`config.mk`:
```
export PLATFORM = sky130hd
export DESIGN_NAME = seg7_scan
export DESIGN_NICKNAME = d
export VERILOG_FILES = /design/src/rtl/seg7_pkg.sv /design/src/rtl/seg7_decode.sv /design/src/rtl/seg7_scan.sv
export SDC_FILE = /design/constraint.sdc
export NUM_CORES = 1
export LEC_CHECK = 0
export ABC_AREA = 1
export CAP_MARGIN = 20
export CORE_MARGIN = 1.5
export CORE_UTILIZATION = 48
export CTS_CLUSTER_SIZE = 28
export DETAILED_ROUTE_END_ITERATION = 12
export MAX_ROUTING_LAYER = met4
export PLACE_DENSITY_LB_ADDON = 0.2
export SLEW_MARGIN = 30
export SYNTH_ARGS = -nofsm -noshare
export SYNTH_HDL_FRONTEND = slang
export SYNTH_HIERARCHICAL = 1
export SYNTH_SLANG_ARGS = --single-unit
```
`constraint.sdc`:
```
create_clock -name clk -period 1.8 [get_ports clk]
set_input_delay 0.36 -clock clk [delete_from_list [all_inputs] [get_ports clk]]
set_output_delay 0.36 -clock clk [all_outputs]
set_load 0.03 [all_outputs]
```
`src/rtl/seg7_pkg.sv`:
```
// seg7_pkg: shared constants and types for the 6-digit multiplexed
// 7-segment display driver.
//   NUM_DIGITS - digits scanned per frame
//   SEG_*      - active-low segment patterns, bit order {g,f,e,d,c,b,a}
//   dig_idx_t  - digit slot index (0 = leftmost)
package seg7_pkg;

  localparam int NUM_DIGITS = 6;

  localparam logic [6:0] SEG_0     = 7'b1000000;
  localparam logic [6:0] SEG_1     = 7'b1111001;
  localparam logic [6:0] SEG_2     = 7'b0100100;
  localparam logic [6:0] SEG_3     = 7'b0110000;
  localparam logic [6:0] SEG_4     = 7'b0011001;
  localparam logic [6:0] SEG_5     = 7'b0010010;
  localparam logic [6:0] SEG_6     = 7'b0000010;
  localparam logic [6:0] SEG_7     = 7'b1111000;
  localparam logic [6:0] SEG_8     = 7'b0000000;
  localparam logic [6:0] SEG_9     = 7'b0010000;
  localparam logic [6:0] SEG_DASH  = 7'b0111111;
  localparam logic [6:0] SEG_BLANK = 7'b1111111;

  typedef logic [2:0] dig_idx_t;

  localparam dig_idx_t IDX_LAST = 3'(NUM_DIGITS - 1);

endpackage

```
`src/rtl/seg7_decode.sv`:
```
// seg7_decode: combinational BCD to 7-segment decoder.
//   val_i [3:0] - digit value; 10..15 are not BCD and show a dash
//   seg_o [6:0] - active-low segments {g,f,e,d,c,b,a}
module seg7_decode
  import seg7_pkg::*;
(
  input  logic [3:0] val_i,
  output logic [6:0] seg_o
);

  always_comb begin
    case (val_i)
      4'd0:    seg_o = SEG_0;
      4'd1:    seg_o = SEG_1;
      4'd2:    seg_o = SEG_2;
      4'd3:    seg_o = SEG_3;
      4'd4:    seg_o = SEG_4;
      4'd5:    seg_o = SEG_5;
      4'd6:    seg_o = SEG_6;
      4'd7:    seg_o = SEG_7;
      4'd8:    seg_o = SEG_8;
      4'd9:    seg_o = SEG_9;
      default: seg_o = SEG_DASH;
    endcase
  end

endmodule

```
`src/rtl/seg7_scan.sv`:
```
// seg7_scan: time-multiplexed driver for a 6-digit common-anode 7-segment
// display, fed directly by the six BCD digit outputs of the stopwatch timer.
// Each digit owns a slot of SCAN_DIV cycles; the first DEAD_CYC cycles of a
// slot keep every anode off so the previous digit's segments cannot ghost.
// Digits are sampled into a shadow register once per frame (end of slot 5),
// so a frame never mixes old and new timer values.
//
// Parameters: SCAN_DIV (cycles per slot), DEAD_CYC (anode-off cycles per
//             slot), DP_MASK (bit k lights the decimal point of digit k).
// Ports:
//   clk            - system clock, rising edge
//   reset_n        - asynchronous active-low reset
//   d,e,f,g,h,i    - BCD digits, d leftmost (index 0), i rightmost (index 5)
//   blank          - force all anodes off (scan keeps running)
//   an[5:0]        - anodes, active-low, bit k = digit k
//   seg[6:0]       - segments {g,f,e,d,c,b,a}, active-low
//   dp             - decimal point, active-low
//   frame_done     - one-cycle pulse after each shadow capture
// Build option: SEG7_LEADING_ZERO_BLANK_EN suppresses leading zeros on
// digits 0..4 (digit 5 always displays).
module seg7_scan
  import seg7_pkg::*;
#(
  parameter int         SCAN_DIV = 50000,
  parameter int         DEAD_CYC = 16,
  parameter logic [5:0] DP_MASK  = 6'b001010
) (
  input  logic       clk,
  input  logic       reset_n,
  input  logic [3:0] d,
  input  logic [3:0] e,
  input  logic [3:0] f,
  input  logic [3:0] g,
  input  logic [3:0] h,
  input  logic [3:0] i,
  input  logic       blank,
  output logic [5:0] an,
  output logic [6:0] seg,
  output logic       dp,
  output logic       frame_done
);

  localparam int DIV_W = $clog2(SCAN_DIV);

  generate
    if (SCAN_DIV < DEAD_CYC + 2) begin : g_bad_cfg
      $error("seg7_scan: SCAN_DIV must be at least DEAD_CYC+2");
    end
  endgenerate

  logic [DIV_W-1:0]                 div_q, div_d;
  dig_idx_t                         idx_q, idx_d;
  logic [NUM_DIGITS-1:0][3:0]       shadow_q, shadow_d;
  logic [NUM_DIGITS-1:0][3:0]       digits;
  logic [NUM_DIGITS-1:0][6:0]       dec_seg;
  logic [NUM_DIGITS-1:0]            lz_blank;
  logic                             frame_done_q;
  logic [5:0]                       an_q, an_d;
  logic [6:0]                       seg_q, seg_d;
  logic                             dp_q, dp_d;
  logic                             slot_end, capture, dig_on;

  // index 0 = d (leftmost) ... index 5 = i (rightmost)
  assign digits = {i, h, g, f, e, d};

  // ---------------- scan counters and shadow capture ----------------
  assign slot_end = (div_q == DIV_W'(SCAN_DIV - 1));
  assign capture  = slot_end && (idx_q == IDX_LAST);

  always_comb begin
    div_d    = slot_end ? '0 : div_q + 1'b1;
    idx_d    = idx_q;
    if (slot_end) idx_d = (idx_q == IDX_LAST) ? '0 : idx_q + 1'b1;
    shadow_d = capture ? digits : shadow_q;
  end

  // ---------------- per-digit decoders ----------------
  generate
    for (genvar gi = 0; gi < NUM_DIGITS; gi++) begin : g_dec
      seg7_decode u_dec (
        .val_i (shadow_q[gi]),
        .seg_o (dec_seg[gi])
      );
    end
  endgenerate

  // ---------------- leading-zero suppression ----------------
`ifdef SEG7_LEADING_ZERO_BLANK_EN
  // A digit is suppressed while it and every digit to its left is zero;
  // the rightmost digit is excluded so "0" still shows for an all-zero value.
  always_comb begin
    logic run;
    lz_blank = '0;
    run      = 1'b1;
    for (int k = 0; k < NUM_DIGITS - 1; k++) begin
      run         = run && (shadow_q[k] == 4'd0);
      lz_blank[k] = run;
    end
  end
`else
  assign lz_blank = '0;
`endif

  // ---------------- registered display outputs ----------------
  assign dig_on = (div_q >= DIV_W'(DEAD_CYC)) && !blank && !lz_blank[idx_q];

  always_comb begin
    an_d = '1;
    if (dig_on) an_d[idx_q] = 1'b0;
    // segments are held dark whenever no anode is lit
    seg_d = dig_on ? dec_seg[idx_q] : SEG_BLANK;
    dp_d  = !(dig_on && DP_MASK[idx_q]);
  end

  always_ff @(posedge clk or negedge reset_n) begin
    if (!reset_n) begin
      div_q        <= '0;
      idx_q        <= '0;
      shadow_q     <= '0;
      frame_done_q <= 1'b0;
      an_q         <= '1;
      seg_q        <= SEG_BLANK;
      dp_q         <= 1'b1;
    end else begin
      div_q        <= div_d;
      idx_q        <= idx_d;
      shadow_q     <= shadow_d;
      frame_done_q <= capture;
      an_q         <= an_d;
      seg_q        <= seg_d;
      dp_q         <= dp_d;
    end
  end

  assign an         = an_q;
  assign seg        = seg_q;
  assign dp         = dp_q;
  assign frame_done = frame_done_q;

endmodule

```
Word level (Yosys, flattened, before mapping) --
Memory sizes are Yosys's and may differ from the RTL's. Index checks and enable logic that the tools add are counted.
Operators by class: add/subtract/negate cells 2, $lt $le $gt $ge 3, equal/unequal tests 2, muxes and demuxes 10, bitwise operators 1, reduce and logical (&&, ||, !) cells 8
Operators with widths (number):
- 7-bit binary-select mux with 3-bit select | 1
- 16-bit by 1-bit adder with 16-bit output, second input constant | 1
- 16-bit == test, second input constant | 1
- 16-bit by 5-bit >= comparator with 1-bit output, second input constant | 1
- 16-bit 2-to-1 mux | 1
- 7-bit 2-to-1 mux | 2
- 6-bit 2-to-1 mux | 1
- 6-bit inverter | 1
- 1-bit logical AND | 5
- 3-bit by 4-bit less-than comparator with 1-bit output, second input constant | 1
- 3-bit by 1-bit adder with 3-bit output, second input constant | 1
- 1-bit demux with 3-bit select | 1
- 3-bit == test, second input constant | 1
- 3-bit by 1-bit >= comparator with 1-bit output, second input constant | 1
- 1-bit logical NOT | 3
- 1-bit 2-to-1 mux | 3
- 3-bit 2-to-1 mux | 1
Word-level totals: bits in registers 58, memory bits (read-only) 688, output and inout port bits 15, logic and storage cells 46, memories 8
Memory list:
- (name not given) | depth 16, bits a word 7, read ports 1, clocked after Yosys merged registers in 0, wr ports 0, line seg7_decode.sv:12 | case (val_i)
- (name not given) | depth 16, bits a word 7, read ports 1, clocked after Yosys merged registers in 0, wr ports 0, line seg7_decode.sv:12
- (name not given) | depth 16, bits a word 7, read ports 1, clocked after Yosys merged registers in 0, wr ports 0, line seg7_decode.sv:12
- (name not given) | depth 16, bits a word 7, read ports 1, clocked after Yosys merged registers in 0, wr ports 0, line seg7_decode.sv:12
- (name not given) | depth 16, bits a word 7, read ports 1, clocked after Yosys merged registers in 0, wr ports 0, line seg7_decode.sv:12
- (name not given) | depth 16, bits a word 7, read ports 1, clocked after Yosys merged registers in 0, wr ports 0, line seg7_decode.sv:12
- 2 more memories

Logic depth before layout (Yosys ltp) --
Gate-level depths: netlist of run 1.
depth in word-level cells 6, gate-level depth with buffers 12, gate-level depth less buffers 12

By module --
The synthesis of run 1 kept the hierarchy.
By module, submodules not included:
- seg7_scan | instances 1, cells an instance 375, area each 3005.4 um^2, seq. area each 1468.9 um^2
- seg7_decode | instances 6, cells an instance 35, area each 186.4 um^2, seq. area each 0.0 um^2

Worst setup path after synthesis of run 1 --
OpenSTA, ideal clock, no wires.
kind reg2reg, from register div_q[0], to register shadow_q[10] (netlist bit), data arrival time 1.354 ns, required time 1.683 ns, path slack 0.329 ns, cell stages (with the launch flop) 10, path buffers 1, path through dfrtp_1 > ha_1 > nand2_2 > nor2_4 > inv_2 > nor2_8 > nand3_4 > buf_6 > nand2_1 > nand2_1
Between the ends: word-level cells in the longest chain between the ends 2
RTL lines:
- from (decl) | line seg7_scan.sv:51 | logic [DIV_W-1:0] div_q, div_d;
- from (signal assigned) | line seg7_scan.sv:125 | div_q <= div_d;
- 16-bit == test | line seg7_scan.sv:67 | assign slot_end = (div_q == DIV_W'(SCAN_DIV - 1));
- 1-bit logical AND | line seg7_scan.sv:68 | assign capture = slot_end && (idx_q == IDX_LAST);
- to (signal assigned) | line seg7_scan.sv:127 | shadow_q <= shadow_d;
- to (decl) | line seg7_scan.sv:53 | logic [NUM_DIGITS-1:0][3:0] shadow_q, shadow_d;
Every way passes these cells. A chain may end at the register's enable or synchronous reset.

Worst setup path in the final report of run 1 --
from register frame_done_q, in the netlist frame_done, to output frame_done
RTL lines:
- from (decl) | line seg7_scan.sv:57 | logic frame_done_q;
- from (signal assigned) | line seg7_scan.sv:128 | frame_done_q <= capture;
- to (decl) | line seg7_scan.sv:40 | output logic frame_done
No word-level cell between the ends.

==> results of run 1 <==
-- sequential cells by signal, indices dropped and copies added, names as in the netlist --
register	cells
idx_q	3
dp	1
shadow_q	24
an	6
seg	7
frame_done	1
div_q	16
-- metal layers --
metal | wire, um | up-vias | track usage
met5 | 0 | - | -
met4 | 119 | 0 | 0.08211
met3 | 431 | 12 | 0.03160
met2 | 4428 | 96 | 0.3574
met1 | 4360 | 1708 | 0.2967
li1 | - | 1934 | -
-- how the worst min path moves through the flow --
stage	to	slack (ns)	cells after the start
2_1_floorplan	div_q[0]	0.06	0
3_3_place_gp	shadow_q[13]	0.39	2
3_5_place_dp	shadow_q[13]	0.39	2
4_1_cts	idx_q[2]	0.02	2
5_1_grt	idx_q[2]	0.04	2
6_report	idx_q[2]	0.02	2
-- cells by family after synthesis --
family                   Yosys count
AND/OR/NAND/NOR                  373
AO/OA/AOI/OAI                     25
buffers and inverters             90
XOR/XNOR                           7
adder cells (fa/ha/maj)           32
flip-flops                        58
-- area by class of cell --
type / count / area, um2
clock buffer: 11 / 151.4
sequential: 58 / 1469
clock inverter: 5 / 52.55
fill: 794 / 3428
timing repair buffer: 52 / 483.0
multi-input combinational: 438 / 2253
inverter: 77 / 289.0
tap: 105 / 131.4
-- per-stage QoR --
stage	setup WS, ns	util	hold slack [ns]
after detailed placement	0.1326	0.5602	0.3909
after global routing	0.007117	0.5848	0.04131
after floorplan	0.3285	-	0.06441
after global placement	0.1971	0.5602	0.3867
after CTS	0.08877	0.5827	0.01723
final	0.1120	0.5848	0.01989
-- synth_stat cells, types with 5 or more instances --
library cell,count,share of area
nor2_1,52,0.047
dfrtp_1,44,0.27
inv_1,68,0.062
o21ai_0,5,0.0061
nand2_1,230,0.21
nand3_1,54,0.066
a21oi_1,6,0.0073
clkbuf_8,5,0.017
ha_1,32,0.097
o21ai_2,6,0.013
xor2_1,7,0.015
nand4_1,25,0.038
inv_2,9,0.0082
dfstp_2,14,0.089
-- where the power goes --
part | switching (mW) | internal [mW]
Clock | 0.531 | 0.707
Sequential | 0.000538 | 1.31
Combinational | 0.0445 | 0.0568
-- what timing repair did --
item / CTS / global route
buffers inserted: 0 / 0
hold endpoints to repair: 0 / 0
endpoints found under the setup margin: 14 / 20
cloned: 0 / 1
gates resized for setup: 14 / 1
-- cell usage in the layout (no fill, tap or decap), types with 2 or more instances in the layout --
cell and n:
nand4_1 25, nand3b_1 4, o21ai_0 5, inv_2 9, nor2_8 2, o211ai_1 3
ha_1 32, clkbuf_8 11, dlygate4sd2_1 14, a21oi_1 6, nand3_4 2, inv_1 68
nor2_1 52, nand3_1 54, nand2_1 230, o21ai_2 6, clkinv_2 3, nor2_4 2
clkdlybuf4s50_1 26, o21ai_1 2, o21bai_1 2, dfstp_2 14, dfrtp_1 44, xor2_1 7
buf_4 10
==> results.cfg, run 1 <==
[grt]
grt_max_degree = 59
grt_overflow = 0
grt_pass1_wl_mm = 15.57
grt.total_usage = 0.2263
antenna_found_initial = 0
grt_pass1_vias = 3456

[route]
drc_errors = 0
wirelength_mm = 9.340
wl_per_cell_um = 12.52
vias_per_cell = 5.027
vias = 3750
final_antenna_net_count = 0
drtPass1Iterations = 5
drtIter0Drc = 168

[pwr]
vdd.ir_drop.worst_mv = 0.3666
leakage_nw = 2.440
powerDensity_mw_per_mm2 = 548.5
fin_total_pwr_mw = 2.649

[clock_tree]
numCtsBuffers = 9
ctsHoldBuffers = 0
cts-root-buf = clkbuf_8
cts_tree = built
clk_transition_reported_paths_ns = 0.07
clockBufferDepth = 2
htree_levels = 3
cts_sinks = 58
clkLatencyLatePin_ns = 0.34

[worst_setup_path]
r2r-end = div_q[14]
cp_num_cells = 1
crit_chain = clkdlybuf4s50_1
crit_fanout = 1
r2r.worst_path.cells = 8
critPathMaxStageDelay_ns = 0.66
critPathKind = reg -> out
slowest_stage = clkdlybuf4s50_1
critPathCapture = frame_done
critPathLaunchType = flop
crit_buf_inv = 1
crit-reg2reg-launch = div_q[0]
cp.required_ns = 1.44
crit_family = buffers and inverters
r2r_setup_slack_ns = 0.16
worstPathArrival_ns = 1.33
crit_path_start = frame_done
cp-end-kind = primary output

[cells_and_area]
stdcell_count = 746
area_growth_pct = 17.11
design_area_mm2 = 0.004830
drive_gt1_frac = 0.1014
antenna_cells = 0
nNetsFinal = 695

[floorplanning]
coreArea_mm2 = 0.008258
dieArea_mm2 = 0.009157
num_io_pins = 42
rows = 33
die_h_um = 95.69
start_util = 0.4994
die_width_um = 95.69

[yosys]
synthMuxAreaShare = 0
syn_avg_cell_area_um2 = 7.049
synth-xor-area-share = 0.01487
synth_cell_types = 28
synth_flop_cell = dfrtp_1
yosys.area_share.simple = 0.3911
synth_edf_count = 0
syn_inst = 585
synth_seq_cells = 58
ys_warn_count = 6
syn_area_mm2 = 0.004124
synthAdderAreaFrac = 0.09709
synth-compound-area-share = 0.03914
ys_seq_area_frac = 0.3562
synth_top_family_by_area = simple AND/OR/NAND/NOR gates
synth-async-reset-ratio = 1.000
syn-num-nets = 644

[placement]
dp_hpwl_mm = 6.948
port_buffers = 41
gp_congestion = 0.9351
placed_cells = 729
place_area_mm2 = 0.004626

[sta]
relSlewSlack = 0.5697
fin_crit_sh = 0.9378
finalMaxSlewViolations = 0
hold_viol = 0
grt_setup_unrepaired = false
finalSetupViolations = 0
min_period_ns = 1.688
clock_skew_ns = 0.01133
tns_ns = 0
worstMarginPinSlew_ns = 0.6430
fmax_ghz = 0.5924

[status]
status = complete, no violations

[min_path]
hp-class = in -> async

[flow_run]
drv_cap = 0
Note: power is estimated with default switching activity, not from simulation.
==> run 2: changes to the inputs <==
--- a/config.mk
+++ b/config.mk
@@ -6,7 +6,7 @@
 export NUM_CORES = 1
 export LEC_CHECK = 0
 export ABC_AREA = 1
-export CAP_MARGIN = 20
+export CAP_MARGIN = 10
 export CORE_MARGIN = 1.5
 export CORE_UTILIZATION = 48
 export CTS_CLUSTER_SIZE = 28
==> results of run 2 <==
The final DEF is identical to that of run 1; final timing and power are the same.
==> run 3: changes to the inputs <==
--- a/config.mk
+++ b/config.mk
@@ -13,7 +13,7 @@
 export DETAILED_ROUTE_END_ITERATION = 12
 export MAX_ROUTING_LAYER = met4
 export PLACE_DENSITY_LB_ADDON = 0.2
-export SLEW_MARGIN = 30
+export SLEW_MARGIN = 5
 export SYNTH_ARGS = -nofsm -noshare
 export SYNTH_HDL_FRONTEND = slang
 export SYNTH_HIERARCHICAL = 1
==> constraint.sdc (replaced) <==
create_clock -name clk -period 1.5 [get_ports clk]
set_input_delay 0.3 -clock clk [delete_from_list [all_inputs] [get_ports clk]]
set_output_delay 0.3 -clock clk [all_outputs]
set_load 0.03 [all_outputs]
==> results.cfg, run 3 (synthesis results as in run 1) <==
[sta]
grt_setup_unrepaired = true
finalSetupViolations = 6
relSlewSlack = 0.7519
setup_slack_ns = -0.01955
tns_ns = -0.05773
finalMaxSlewViolations = 0
whs_ns = 0.4971
worstMarginPinSlew_ns = 0.3722
hold_viol = 0
fmax_ghz = 0.6581
clock_skew_ns = 0.01014
fin_crit_sh = 1.013
min_period_ns = 1.520

[worst_setup_path]
cp.required_ns = 1.77
cp-end-kind = flop
critPathKind = reg -> reg
critPathLaunchType = flop
crit_fanout = 4
worstPathArrival_ns = 1.79

[clock_tree]
numCtsBuffers = 9
clkLatencyLatePin_ns = 0.35
cts_tree = built
clockBufferDepth = 2
cts-root-buf = clkbuf_8
clk_transition_reported_paths_ns = 0.07
cts_sinks = 58
htree_levels = 3

[floorplanning]
dieArea_mm2 = 0.009157
coreArea_mm2 = 0.008258
die_width_um = 95.69
die_h_um = 95.69
num_io_pins = 42
start_util = 0.4994
rows = 33

[grt]
antenna_found_initial = 0
grt_overflow = 0
grt_pass1_wl_mm = 15.65
grt.total_usage = 0.2295
grt_max_degree = 59
grt_pass1_vias = 3502

[pwr]
leakage_nw = 2.700
internal_power_mw = 2.830
swShare = 0.1993
power.share.clock = 0.520
power_frac_comb = 0.035
switchingPower_mw = 0.7044
powerDensity_mw_per_mm2 = 642.4
vdd.ir_drop.worst_mv = 0.4404
seqPwrFrac = 0.444

[cells_and_area]
antenna_cells = 0
layout_common_cells = 208 x nand2_1, 59 x inv_1, 50 x nand3_1
nNetsFinal = 735
drive_gt1_frac = 0.2511
layout_commonest_cell = nand2_1
area_growth_pct = 33.40
largest-register = shadow_q
largest_reg_flops = 24

[status]
status = finished with violations
failed_checks = negative setup slack

[min_path]
hp-class = in -> async

[placement]
gp_congestion = 0.9291
post-place-ws_ns = -0.03679
port_buffers = 41
dp_hpwl_mm = 7.138

[route]
wl_per_cell_um = 13.53
wirelength_mm = 10.63
vias = 4037
drtPass1Iterations = 5
final_antenna_net_count = 0
vias_per_cell = 5.136
drc_errors = 0
drtIter0Drc = 250

[flow_run]
drv_cap = 0
run 3: cell types whose count changed in the layout (fill, tap and decap cells not counted), moves of 5 or more:
cell / delta
inv_1: -9
ha_4: +5
dfrtp_2: +5
ha_1: -10
nand2_2: +21
dfrtp_1: -5
ha_2: +5
nand2_1: -22
clkdlybuf4s15_2: +11
inv_2: +5
buf_4: +31
dlygate4sd2_1: -13
run 3: layer usage:
layer | global-route usage | part of all wire
met3 | 0.03791 | 0.055
met5 | - | 0
met1 | 0.2831 | 0.44
met4 | 0.09926 | 0.031
met2 | 0.3709 | 0.48
run 3: through the flow:
step	total power, mW	cells	utilization	cell area [um2]
6_report	3.534	786	0.6662	5502
5_1_grt	3.656	786	0.6662	5502
4_1_cts	3.558	771	0.6164	5090
3_5_place_dp	1.726	753	0.5811	4798
3_3_place_gp	1.725	753	0.5811	4798
2_1_floorplan	1.612	585	-	4124
run 3: final timing paths:
| check | startpoint | end | slack [ns] | cells after the start |
|---|---|---|---|---|
| worst max-delay path | shadow_q[4] | seg[3] | -0.02 | 11 |
| worst min-delay path | reset_n | shadow_q[14] | 0.50 | 3 |
| worst max register to register | shadow_q[4] | seg[3] | -0.02 | 11 |
| worst min register to register | idx_q[0] | dp | 0.53 | 1 |
| max in group asynchronous | reset_n | an[3] | 0.71 | 3 |
| min in group clk | d[2] | shadow_q[2] | 0.52 | 3 |
run 3: worst max-delay path: stages (launching register included):
cell,delay [ns]
dfrtp_1,0.43
inv_2,0.10
ha_4,0.27
nand2_2,0.06
nand3_2,0.08
nand2_1,0.06
inv_1,0.05
nand2_1,0.04
o211ai_1,0.08
nand3_1,0.10
nor2_1,0.11
nand2_1,0.06
run 3: layout make-up:
class | count | area, um2
Sequential cell | 58 | 1475
Clock buffer | 11 | 151.4
Timing Repair Buffer | 90 | 875.8
Fill cell | 685 | 2756
Multi-Input combinational cell | 440 | 2466
Clock inverter | 5 | 100.1
Inverter | 77 | 301.5
Tap cell | 105 | 131.4
run 3: power by group through the flow:
stage	clock (mW)	sequential, mW	combinational (mW)
4_1_cts	1.86	1.57	0.129
2_1_floorplan	0	1.61	0.00651
3_3_place_gp	0	1.60	0.126
6_report	1.84	1.57	0.125
3_5_place_dp	0	1.60	0.127
5_1_grt	1.95	1.57	0.138
run 3: repair_timing:
| action | 4_1_cts | 5_1_grt |
|---|---|---|
| pin swaps | 0 | 29 |
| setup endpoints to repair | 36 | 39 |
| endpoints found under the hold margin | 44 | 0 |
| cloned | 1 | 4 |
| hold buffers | 1 | 0 |
| buffers inserted | 0 | 11 |
| gates resized for setup | 35 | 77 |
